===== src/rtl/program_loader.sv =====
// Byte-stream program loader: parses a 4-byte little-endian word-count header,
// forwards 4*N payload bytes to instruction memory, then answers ACK or NAK.
module program_loader #(
   parameter int         INST_MEM_WIDTH = 2,
   parameter logic [7:0] ACK_BYTE       = 8'hAA,
   parameter logic [7:0] NAK_BYTE       = 8'h55
) (
   input  logic        CLK,
   input  logic        reset,
   input  logic [7:0]  rx_data,
   input  logic        rx_valid,
   output logic [7:0]  tx_data,
   output logic        tx_valid,
   input  logic        tx_ready,
   output logic [7:0]  loader_data,
   output logic        loader_ready,
   output logic        loader_enable,
   output logic        load_done,
   output logic        load_error,
   output logic [31:0] word_count
);

   localparam int          CW        = INST_MEM_WIDTH + 2;
   localparam logic [31:0] MAX_WORDS = 32'd1 << INST_MEM_WIDTH;

   typedef enum logic [1:0] {HDR, LOAD, RESP, DONE} state_t;

   state_t         state_q, state_d;
   logic [1:0]     hdr_cnt_q, hdr_cnt_d;
   logic [CW-1:0]  byte_cnt_q, byte_cnt_d;
   logic [31:0]    word_count_q, word_count_d;
   logic [7:0]     loader_data_q, loader_data_d;
   logic           loader_ready_q, loader_ready_d;
   logic           loader_enable_q, loader_enable_d;
   logic [7:0]     tx_data_q, tx_data_d;
   logic           tx_valid_q, tx_valid_d;
   logic           load_done_q, load_done_d;
   logic           load_error_q, load_error_d;

   logic [31:0]    hdr_value;
   logic           hdr_last;
   logic           hdr_ok;
   logic [CW-1:0]  last_byte;
   logic           tx_fire;

   // The header check must include byte 3 as it arrives, so build the full value here.
   assign hdr_value = {rx_data, word_count_q[23:0]};
   assign hdr_last  = rx_valid && (hdr_cnt_q == 2'd3);
   assign hdr_ok    = (hdr_value != 32'd0) && (hdr_value <= MAX_WORDS);
   assign last_byte = {word_count_q[INST_MEM_WIDTH-1:0], 2'b00} - CW'(1);
   assign tx_fire   = tx_valid_q && tx_ready;

   always_ff @(posedge CLK or posedge reset) begin
      if (reset) begin
         state_q         <= HDR;
         hdr_cnt_q       <= '0;
         byte_cnt_q      <= '0;
         word_count_q    <= '0;
         loader_data_q   <= '0;
         loader_ready_q  <= 1'b0;
         loader_enable_q <= 1'b0;
         tx_data_q       <= '0;
         tx_valid_q      <= 1'b0;
         load_done_q     <= 1'b0;
         load_error_q    <= 1'b0;
      end else begin
         state_q         <= state_d;
         hdr_cnt_q       <= hdr_cnt_d;
         byte_cnt_q      <= byte_cnt_d;
         word_count_q    <= word_count_d;
         loader_data_q   <= loader_data_d;
         loader_ready_q  <= loader_ready_d;
         loader_enable_q <= loader_enable_d;
         tx_data_q       <= tx_data_d;
         tx_valid_q      <= tx_valid_d;
         load_done_q     <= load_done_d;
         load_error_q    <= load_error_d;
      end
   end

   always_comb begin
      state_d = state_q;
      case (state_q)
         HDR:     if (hdr_last) state_d = hdr_ok ? LOAD : RESP;
         LOAD:    if (rx_valid && (byte_cnt_q == last_byte)) state_d = RESP;
         RESP:    if (tx_fire) state_d = DONE;
         DONE:    state_d = DONE;
         default: state_d = HDR;
      endcase
   end

   always_comb begin
      hdr_cnt_d      = hdr_cnt_q;
      byte_cnt_d     = byte_cnt_q;
      word_count_d   = word_count_q;
      loader_data_d  = loader_data_q;
      loader_ready_d = 1'b0;
      tx_data_d      = tx_data_q;
      tx_valid_d     = tx_valid_q;
      load_done_d    = load_done_q;
      load_error_d   = load_error_q;
      case (state_q)
         HDR: begin
            if (rx_valid) begin
               word_count_d[{hdr_cnt_q, 3'b000} +: 8] = rx_data;
               hdr_cnt_d = hdr_cnt_q + 2'd1;
               if (hdr_last && !hdr_ok) begin
                  load_error_d = 1'b1;
                  tx_data_d    = NAK_BYTE;
                  tx_valid_d   = 1'b1;
               end
            end
         end
         LOAD: begin
            if (rx_valid) begin
               loader_data_d  = rx_data;
               loader_ready_d = 1'b1;
               byte_cnt_d     = byte_cnt_q + CW'(1);
               if (byte_cnt_q == last_byte) begin
                  tx_data_d  = ACK_BYTE;
                  tx_valid_d = 1'b1;
               end
            end
         end
         RESP: begin
            if (tx_fire) begin
               tx_valid_d  = 1'b0;
               load_done_d = !load_error_q;
            end
         end
         default: ;
      endcase
      // Stay high through the cycle that carries the final payload strobe.
      loader_enable_d = (state_q == LOAD) || (state_d == LOAD);
   end

   assign tx_data       = tx_data_q;
   assign tx_valid      = tx_valid_q;
   assign loader_data   = loader_data_q;
   assign loader_ready  = loader_ready_q;
   assign loader_enable = loader_enable_q;
   assign load_done     = load_done_q;
   assign load_error    = load_error_q;
   assign word_count    = word_count_q;

endmodule


===== config.mk =====
export PLATFORM = sky130hd
export DESIGN_NAME = program_loader
export DESIGN_NICKNAME = d
export VERILOG_FILES = /design/src/rtl/program_loader.sv
export SDC_FILE = /design/constraint.sdc
export NUM_CORES = 1
export LEC_CHECK = 0
export CAP_MARGIN = 25
export CELL_PAD_IN_SITES_DETAIL_PLACEMENT = 1
export CELL_PAD_IN_SITES_GLOBAL_PLACEMENT = 1
export CORE_ASPECT_RATIO = 0.8
export CORE_UTILIZATION = 30
export DETAILED_ROUTE_END_ITERATION = 6
export PLACE_DENSITY = 0.7
export SLEW_MARGIN = 20
export SYNTH_ARGS = -nofsm -noshare
export SYNTH_HDL_FRONTEND = slang
export SYNTH_SLANG_ARGS = --single-unit

===== constraint.sdc =====
create_clock -name CLK -period 2.7 [get_ports CLK]
set_input_delay 0.27 -clock CLK [delete_from_list [all_inputs] [get_ports CLK]]
set_output_delay 0.27 -clock CLK [all_outputs]
set_load 0.02 [all_outputs]

==> results.yml, run 1 <==
run_status:
  status: "finished, final reports clean"
pwr:
  p_sw_mw: 0.327
  clockPowerShare_pct: 32.9
  p_per_area_mw_per_mm2: 412
  swShare_pct: 23.9
  power.leakage_nw: 1.45
  p_seq_share_pct: 60.4
  peakVddDrop_mv: 0.199
  intPower_mw: 1.04
  pwr-share-comb_pct: 6.7
  design_power_total_mw: 1.37
critical_path:
  reg2regPathDepth: 5
  cp-end-kind: "flop"
  cp_slowest_cell: "nor3b_2"
  crit_start: "hdr_cnt_q[0]"
  timing.rr.end: "word_count[11]"
  path_cells: "inv_1 > ha_1 > nor3b_2 > nand2_1 > o21ai_0"
  startpoint_type: "flop"
  arrival_ns: 2.27
  crit_end: "word_count[11]"
  r2r_slack_ns: 0.65
  cp_max_fo: 8
  r2r-start: "hdr_cnt_q[0]"
  cpPeakStageDelay_ns: 0.53
  path_class: "flop to flop"
  worstPathRequired_ns: 2.92
timing:
  min_period_ns: 2.05
  tns_ns: 0
  drv_slew: 0
  finalCritPeriodShare_pct: 75.8
  worst_slack_ns: 0.654
  slew_headroom_pct: 61.3
  rsz0062_at_grt: "false"
  skew_ns: 0.00529
  hold_viol: 0
  tightest_slew_ns: 0.576
  finalSetupViolCount: 0
  max_freq_mhz: 489
global_routing:
  busiest_layer: "met2"
  grtUsageMet3_pct: 3.54
  antenna_found_initial: 0
  grt_max_degree: 23
  grt_pass1_vias: 2160
  grt.overflow.total: 0
  grt_use_met2_pct: 26.3
  grt_pass1_wl_um: 11300
  grt_usage_pct: 17.3
  grt_util_met1_pct: 25.5
final_layout:
  final_cell_count_no_fill: 426
  antenna_cells: 0
  final_area_mm2: 0.00332
  layout_commonest_cell: "nand2_1"
  final_cell_mix: "85 x nand2_1, 64 x clkdlybuf4s50_1, 55 x dfrtp_1"
  fillers: 918
  syn2layout_area_growth_pct: 35.0
  drive_gt1_share_pct: 8.49
  nets: 336
flow_run:
  cap_violations: 0
logic_synthesis:
  seq_area_frac_synth_pct: 55.9
  syn_nets: 268
  synth-edff-count: 0
  ys_seq_elements: 55
  synth_top_family_by_area: "simple AND/OR/NAND/NOR gates"
  async_flop_share_pct: 100
  synth_xor_area_share_pct: 2.49
  syn-instance-count: 249
  avgSynthCellArea_um2: 9.88
  synth.yosys.warnings: 0
  synth-simple-area-share_pct: 22.4
  ys.flop_type: "dfrtp_1"
  synth_compound_area_share_pct: 11.4
  muxShareOfSynthArea_pct: 0
  synth_area_mm2: 0.00246
  synth_adder_area_share_pct: 3.56
  ys_types: 34
placed_design:
  dpl.cell_count: 418
  hpwl_um: 5250
  placed_area_mm2: 0.00324
  port_buffers: 64
  detailedPlace.worstSlack_ns: 0.374
  place_congestion: 0.776
min_path:
  min_path_type: "primary input to asynchronous set/reset pin"
clock_network:
  tritoncts: "done"
  post_cts_buffers: 0
  cts_made_buffers: 5
  clk_latency_ns: 0.30
  ctsHoldBuffers: 0
  cts_buffer_depth: 2
  clockRootBuffer: "clkbuf_8"
  cts_sinks: 55
  postCtsResizedCells: 0
  htreeDepth: 2
  clk_pin_slew_ns: 0.10
floorplan:
  dieArea_mm2: 0.00857
  die_y_um: 83.0
  rows: 29
  io_pins: 65
  initial_core_util_pct: 31.0
  coreArea_mm2: 0.00795
  chipWidth_um: 103
drt:
  vias: 2051
  viasPerCell: 4.81
  wl_um: 6880
  firstDrtPassIters: 4
  wl_per_cell_um: 16.1
  route.detailed.drc: 0
  drt_iter0_drc: 96
  antenna_left: 0
==> power groups by stage <==
stage               Sequential, mW  Combinational [mW]  Clock [mW]
global placement             0.843              0.0912           0
detailed placement           0.843              0.0930           0
global route                 0.827               0.102       0.506
CTS                          0.827              0.0935       0.467
finish                       0.827              0.0918       0.450
floorplan                    0.842              0.0389           0
==> registers in the layout (all words and copies together), names as in the netlist <==
| signal | cells |
|---|---|
| loader_enable | 1 |
| hdr_cnt_q | 2 |
| loader_ready | 1 |
| tx_valid | 1 |
| loader_data | 8 |
| byte_cnt_q | 4 |
| tx_data | 2 |
| state_q | 2 |
| word_count | 32 |
| load_done | 1 |
| load_error | 1 |
==> how the worst min path moves through the flow <==
stage,startpoint,to,slack (ns),cells after the start
finish,reset,loader_ready,0.30,2
global route,reset,loader_ready,0.33,2
CTS,reset,byte_cnt_q[0],0.31,2
detailed placement,loader_data[3],loader_data[3],0.47,2
global placement,load_done,load_done,0.46,2
floorplan,rx_data[0],loader_data[0],0.38,2
==> synthesized netlist by cell type, drive strengths merged (2+ instances only) <==
cell / number / area (um2)
nand2: 85 / 319
dfrtp: 55 / 1380
o21ai: 27 / 135
a22o: 8 / 71.3
buf: 8 / 55.1
inv: 8 / 30.0
ha: 7 / 87.6
nor4: 7 / 58.8
clkbuf: 5 / 18.8
xnor2: 5 / 43.8
nor3b: 4 / 56.3
nand4: 3 / 18.8
nor2: 3 / 11.3
a21oi: 2 / 10.0
nand3: 2 / 10.0
nand3b: 2 / 15.0
nor3: 2 / 10.0
o221a: 2 / 22.5
o221ai: 2 / 17.5
xor2: 2 / 17.5
==> critical path, delay by kind of cell (launching register included) <==
kind | cells | cell delay (ns)
AO/OA/AOI/OAI | 1 | 0.19
adder cells (fa/ha/maj) | 1 | 0.45
buffers and inverters | 1 | 0.20
flip-flops | 1 | 0.46
AND/OR/NAND/NOR | 2 | 0.67
==> per-layer routing <==
layer  up-vias  share of wire [%]
met3         4                4.4
li1        971                  -
met4         0               0.83
met5         -                  0
met2        53                 45
met1      1023                 50
==> cell type report <==
| type | count | area, um2 | area share, % |
|---|---|---|---|
| sequential | 55 | 1380 | 41.4 |
| inverter | 8 | 30.0 | 0.904 |
| clock buffer | 6 | 72.6 | 2.18 |
| tap | 108 | 135 | 4.07 |
| clock inverter | 2 | 12.5 | 0.377 |
| timing repair buffer | 74 | 716 | 21.5 |
| multi-input combinational | 173 | 981 | 29.5 |
==> cells by family after synthesis <==
| logic type | after synthesis |
|---|---|
| adder cells (fa/ha/maj) | 7 |
| XOR/XNOR | 7 |
| AO/OA/AOI/OAI | 44 |
| buffers and inverters | 21 |
| flip-flops | 55 |
| AND/OR/NAND/NOR | 115 |
==> per-stage QoR <==
stage	utilization [%]	hold WS (ns)
2_1_floorplan	-	0.375
3_3_place_gp	40.7	0.462
3_5_place_dp	40.7	0.469
4_1_cts	41.8	0.309
5_1_grt	41.8	0.330
6_report	41.8	0.297
Note: power is estimated with default switching activity, not from simulation.
==> inputs of run 2 (changes only) <==
Settings changed: PLACE_DENSITY 0.7 to 0.73.
Clock period 2.7 ns to 1.77 ns, I/O delays scaled along.
==> results.yml, run 2 (synthesis gave the netlist of run 1 again) <==
final_layout:
  drive_gt1_share_pct: 17.0
  largest_reg_flops: 32
  layout_commonest_cell: "nand2_1"
  fillers: 899
  antenna_cells: 0
  syn2layout_area_growth_pct: 45.2
  final_util_pct: 45.0
  final_cell_mix: "85 x nand2_1, 64 x clkdlybuf4s50_1, 54 x dfrtp_1"
  nets: 359
  final_area_mm2: 0.00357
global_routing:
  grt_usage_pct: 18.9
  grt.overflow.total: 0
  grt_pass1_vias: 2270
  antenna_found_initial: 0
  grt_pass1_wl_um: 12200
  grt_max_degree: 56
pwr:
  clockPowerShare_pct: 37.4
  p_per_area_mw_per_mm2: 637
  pwr-share-comb_pct: 7.3
  p_seq_share_pct: 55.4
  power.leakage_nw: 1.60
  swShare_pct: 23.3
  peakVddDrop_mv: 0.315
  p_sw_mw: 0.530
  intPower_mw: 1.75
critical_path:
  reg2regPathDepth: 4
  cp_slowest_cell: "or4b_1"
  arrival_ns: 1.95
  cp_num_cells: 4
  path_cells: "nor4_4 > nand4_1 > or4b_1 > o221a_2"
  crit_family: "simple AND/OR/NAND/NOR gates"
  cpPeakStageDelay_ns: 0.51
  crit_start: "word_count[22]"
  timing.rr.end: "tx_data[5]"
  worstPathRequired_ns: 1.97
  cp_max_fo: 4
  r2r-start: "word_count[22]"
  path_class: "flop to flop"
  cp-end-kind: "flop"
  r2r_slack_ns: 0.02
  path_buf_inv: 0
  startpoint_type: "flop"
drt:
  drt_iter0_drc: 56
  drt-met1-wl_um: 3580
  wl_per_cell_um: 16.8
  firstDrtPassIters: 4
  viasPerCell: 4.91
  vias: 2203
  met3_length_um: 314
  wl_um: 7530
  antenna_left: 0
  route.detailed.drc: 0
  wl_met2_um: 3540
  top_layer: "met4"
floorplan:
  initial_core_util_pct: 31.0
  dieArea_mm2: 0.00857
  io_pins: 65
  rows: 29
  coreArea_mm2: 0.00795
  die_y_um: 83.0
  chipWidth_um: 103
min_path:
  min_path_type: "primary input to asynchronous set/reset pin"
clock_network:
  clockRootBuffer: "clkbuf_8"
  htreeDepth: 2
  clk_pin_slew_ns: 0.11
  clk_latency_ns: 0.31
  tritoncts: "done"
  cts_made_buffers: 5
  cts_sinks: 55
  cts_buffer_depth: 2
  ctsHoldBuffers: 0
placed_design:
  hpwl_um: 5420
  port_buffers: 64
  placed_area_mm2: 0.00342
  detailedPlace.worstSlack_ns: -0.319
  place_congestion: 0.832
timing:
  drv_slew: 0
  skew_ns: 0.0143
  max_freq_mhz: 571
  finalCritPeriodShare_pct: 98.9
  slew_headroom_pct: 67.3
  rsz0062_at_grt: "true"
  hold_viol: 0
  finalSetupViolCount: 0
  worst_slack_ns: 0.0196
  min_period_ns: 1.75
  tightest_slew_ns: 0.490
flow_run:
  cap_violations: 0
run_status:
  status: "finished, final reports clean"
run 2: worst max path at each step:
stage	end	slack, ns
after floorplan	tx_data[5]	0.02
after global routing	tx_data[5]	-0.04
after global placement	tx_data[5]	-0.15
final	tx_data[5]	0.02
after CTS	tx_data[5]	0.02
after detailed placement	tx_data[5]	-0.32
run 2: per-stage QoR:
step	hold slack [ns]	std cells	TNS (ns)	total power [mW]
3_5_place_dp	0.470	441	-1.38	1.45
5_1_grt	0.267	449	-0.0444	2.36
6_report	0.233	449	0	2.28
4_1_cts	0.246	449	0	2.30
2_1_floorplan	0.282	249	0	1.34
3_3_place_gp	0.465	441	-0.301	1.44
run 2: layout make-up:
class	instances	area [um2]	share of cell area, %
Tap cell	108	135	3.78
Clock buffer	5	68.8	1.93
Sequential cell	55	1380	38.5
Multi-Input combinational cell	173	1020	28.5
Clock inverter	3	43.8	1.23
Timing Repair Buffer	97	901	25.2
Inverter	8	30.0	0.840
run 2: timing repair:
action,CTS,global route
pin swaps,0,2
hold endpoints to repair,0,0
setup endpoints to repair,15,17
setup buffers,0,0
gates resized for setup,5,4
run 2: per-layer routing:
layer | global-route usage, % | vias up
met5 | 0 | -
met3 | 3.37 | 6
li1 | - | 1026
met1 | 26.8 | 1117
met2 | 29.9 | 54
met4 | 4.74 | 0
run 2: power groups by stage:
| stage | logic, mW | registers (mW) | clock network, mW |
|---|---|---|---|
| floorplan | 0.0593 | 1.29 | 0 |
| global placement | 0.159 | 1.29 | 0 |
| detailed placement | 0.162 | 1.29 | 0 |
| CTS | 0.167 | 1.26 | 0.867 |
| global route | 0.181 | 1.26 | 0.913 |
| finish | 0.165 | 1.26 | 0.851 |
run 2: worst min-delay path, cell delays in order:
cell and delay, ns:
clkdlybuf4s50_1 0.41, inv_2 0.07, buf_12 0.27
==> inputs of run 3 (changes only) <==
Settings changed: ABC_CLOCK_PERIOD_IN_PS set to 1770, TNS_END_PERCENT set to 5.
==> results.yml, run 3 (synthesis gave the netlist of run 1 again) <==
run_status:
  status: "finished, final reports clean"
timing:
  rsz0062_at_grt: "true"
  slew_headroom_pct: 67.3
  whs_ns: 0.233
  hold_viol: 0
  tightest_slew_ns: 0.490
  skew_ns: 0.0143
  drv_slew: 0
  max_freq_mhz: 571
  tns_ns: 0
  finalSetupViolCount: 0
  finalCritPeriodShare_pct: 98.9
  min_period_ns: 1.75
global_routing:
  grt_pass1_vias: 2270
  grt_pass1_wl_um: 12200
  antenna_found_initial: 0
  grt_usage_pct: 18.9
  busiest_layer: "met2"
  grt_use_met2_pct: 29.9
  grt.overflow.total: 0
  grt_max_degree: 56
  grt_util_met1_pct: 26.8
  grtUsageMet3_pct: 3.37
critical_path:
  r2r-start: "word_count[22]"
  path_buf_inv: 0
  cp_max_fo: 4
  cp-end-kind: "flop"
  arrival_ns: 1.95
  timing.rr.end: "tx_data[5]"
  path_class: "flop to flop"
  reg2regPathDepth: 4
  r2r_slack_ns: 0.02
  crit_family: "simple AND/OR/NAND/NOR gates"
  cp_slowest_cell: "or4b_1"
  path_cells: "nor4_4 > nand4_1 > or4b_1 > o221a_2"
  startpoint_type: "flop"
  cpPeakStageDelay_ns: 0.51
  worstPathRequired_ns: 1.97
pwr:
  p_per_area_mw_per_mm2: 637
  power.leakage_nw: 1.60
  design_power_total_mw: 2.28
  peakVddDrop_mv: 0.315
placed_design:
  placed_area_mm2: 0.00342
  port_buffers: 64
  dpl.cell_count: 441
  hpwl_um: 5420
  place_congestion: 0.832
final_layout:
  syn2layout_area_growth_pct: 45.2
  largest_reg_flops: 32
  nets: 359
  layout_commonest_cell: "nand2_1"
  antenna_cells: 0
  fillers: 899
  final_area_mm2: 0.00357
  final_cell_count_no_fill: 449
  drive_gt1_share_pct: 17.0
  final_cell_mix: "85 x nand2_1, 64 x clkdlybuf4s50_1, 54 x dfrtp_1"
drt:
  drt_iter0_drc: 56
  antenna_left: 0
  vias: 2203
  wl_um: 7530
  firstDrtPassIters: 4
  route.detailed.drc: 0
  wl_per_cell_um: 16.8
  viasPerCell: 4.91
clock_network:
  post_cts_buffers: 0
  ctsHoldBuffers: 0
  clk_latency_ns: 0.31
  cts_buffer_depth: 2
  cts_made_buffers: 5
  clockRootBuffer: "clkbuf_8"
  clk_pin_slew_ns: 0.11
  htreeDepth: 2
  cts_sinks: 55
  tritoncts: "done"
floorplan:
  initial_core_util_pct: 31.0
  rows: 29
  io_pins: 65
  die_y_um: 83.0
  dieArea_mm2: 0.00857
  chipWidth_um: 103
  coreArea_mm2: 0.00795
min_path:
  min_path_type: "primary input to asynchronous set/reset pin"
flow_run:
  cap_violations: 0
## run 3: cell counts in the layout (fill, tap and decap cells not counted)
Identical to the previous run, type by type.
## run 3: worst max-delay path by stage
stage,start,end,slack (ns),depth (start not counted)
floorplan,word_count[0],tx_data[5],0.02,6
global placement,rx_data[5],tx_data[5],-0.15,6
detailed placement,rx_data[3],tx_data[5],-0.32,5
CTS,word_count[11],tx_data[5],0.02,5
global route,word_count[13],tx_data[5],-0.04,5
finish,word_count[22],tx_data[5],0.02,4
## run 3: stage by stage
stage / utilization, % / setup WS (ns)
after global placement: 43.1 / -0.147
final: 45.0 / 0.0196
after floorplan: - / 0.0238
after global routing: 45.0 / -0.0444
after detailed placement: 43.1 / -0.319
after CTS: 44.8 / 0.0158
## run 3: tightest hold or removal path, cell delays in order
cell and delay, ns:
clkdlybuf4s50_1 0.41, inv_2 0.07, buf_12 0.27
## run 3: where the power goes
group | switching, mW | internal (mW)
clock | 0.429 | 0.422
combinational | 0.0971 | 0.0684
sequential | 0.00374 | 1.26
## run 3: area by class of cell
cell class | count | area, um2 | share of cell area [%]
clock buffers | 5 | 68.8 | 1.93
repair buffers | 97 | 901 | 25.2
flip-flops and latches | 55 | 1380 | 38.5
clock inverters | 3 | 43.8 | 1.23
multi-input cells | 173 | 1020 | 28.5
inverters | 8 | 30.0 | 0.840
well taps | 108 | 135 | 3.78
## run 3: what timing repair did
action | 4_1_cts | 5_1_grt
pin swaps | 0 | 2
resized for setup | 5 | 4
cloned | 0 | 0
endpoints found under the setup margin | 15 | 17
## run 3: routing by layer
layer / wire length, um / vias up
met2: 3540 / 54
met1: 3580 / 1117
met3: 314 / 6
met4: 95 / 0
met5: 0 / -
li1: - / 1026
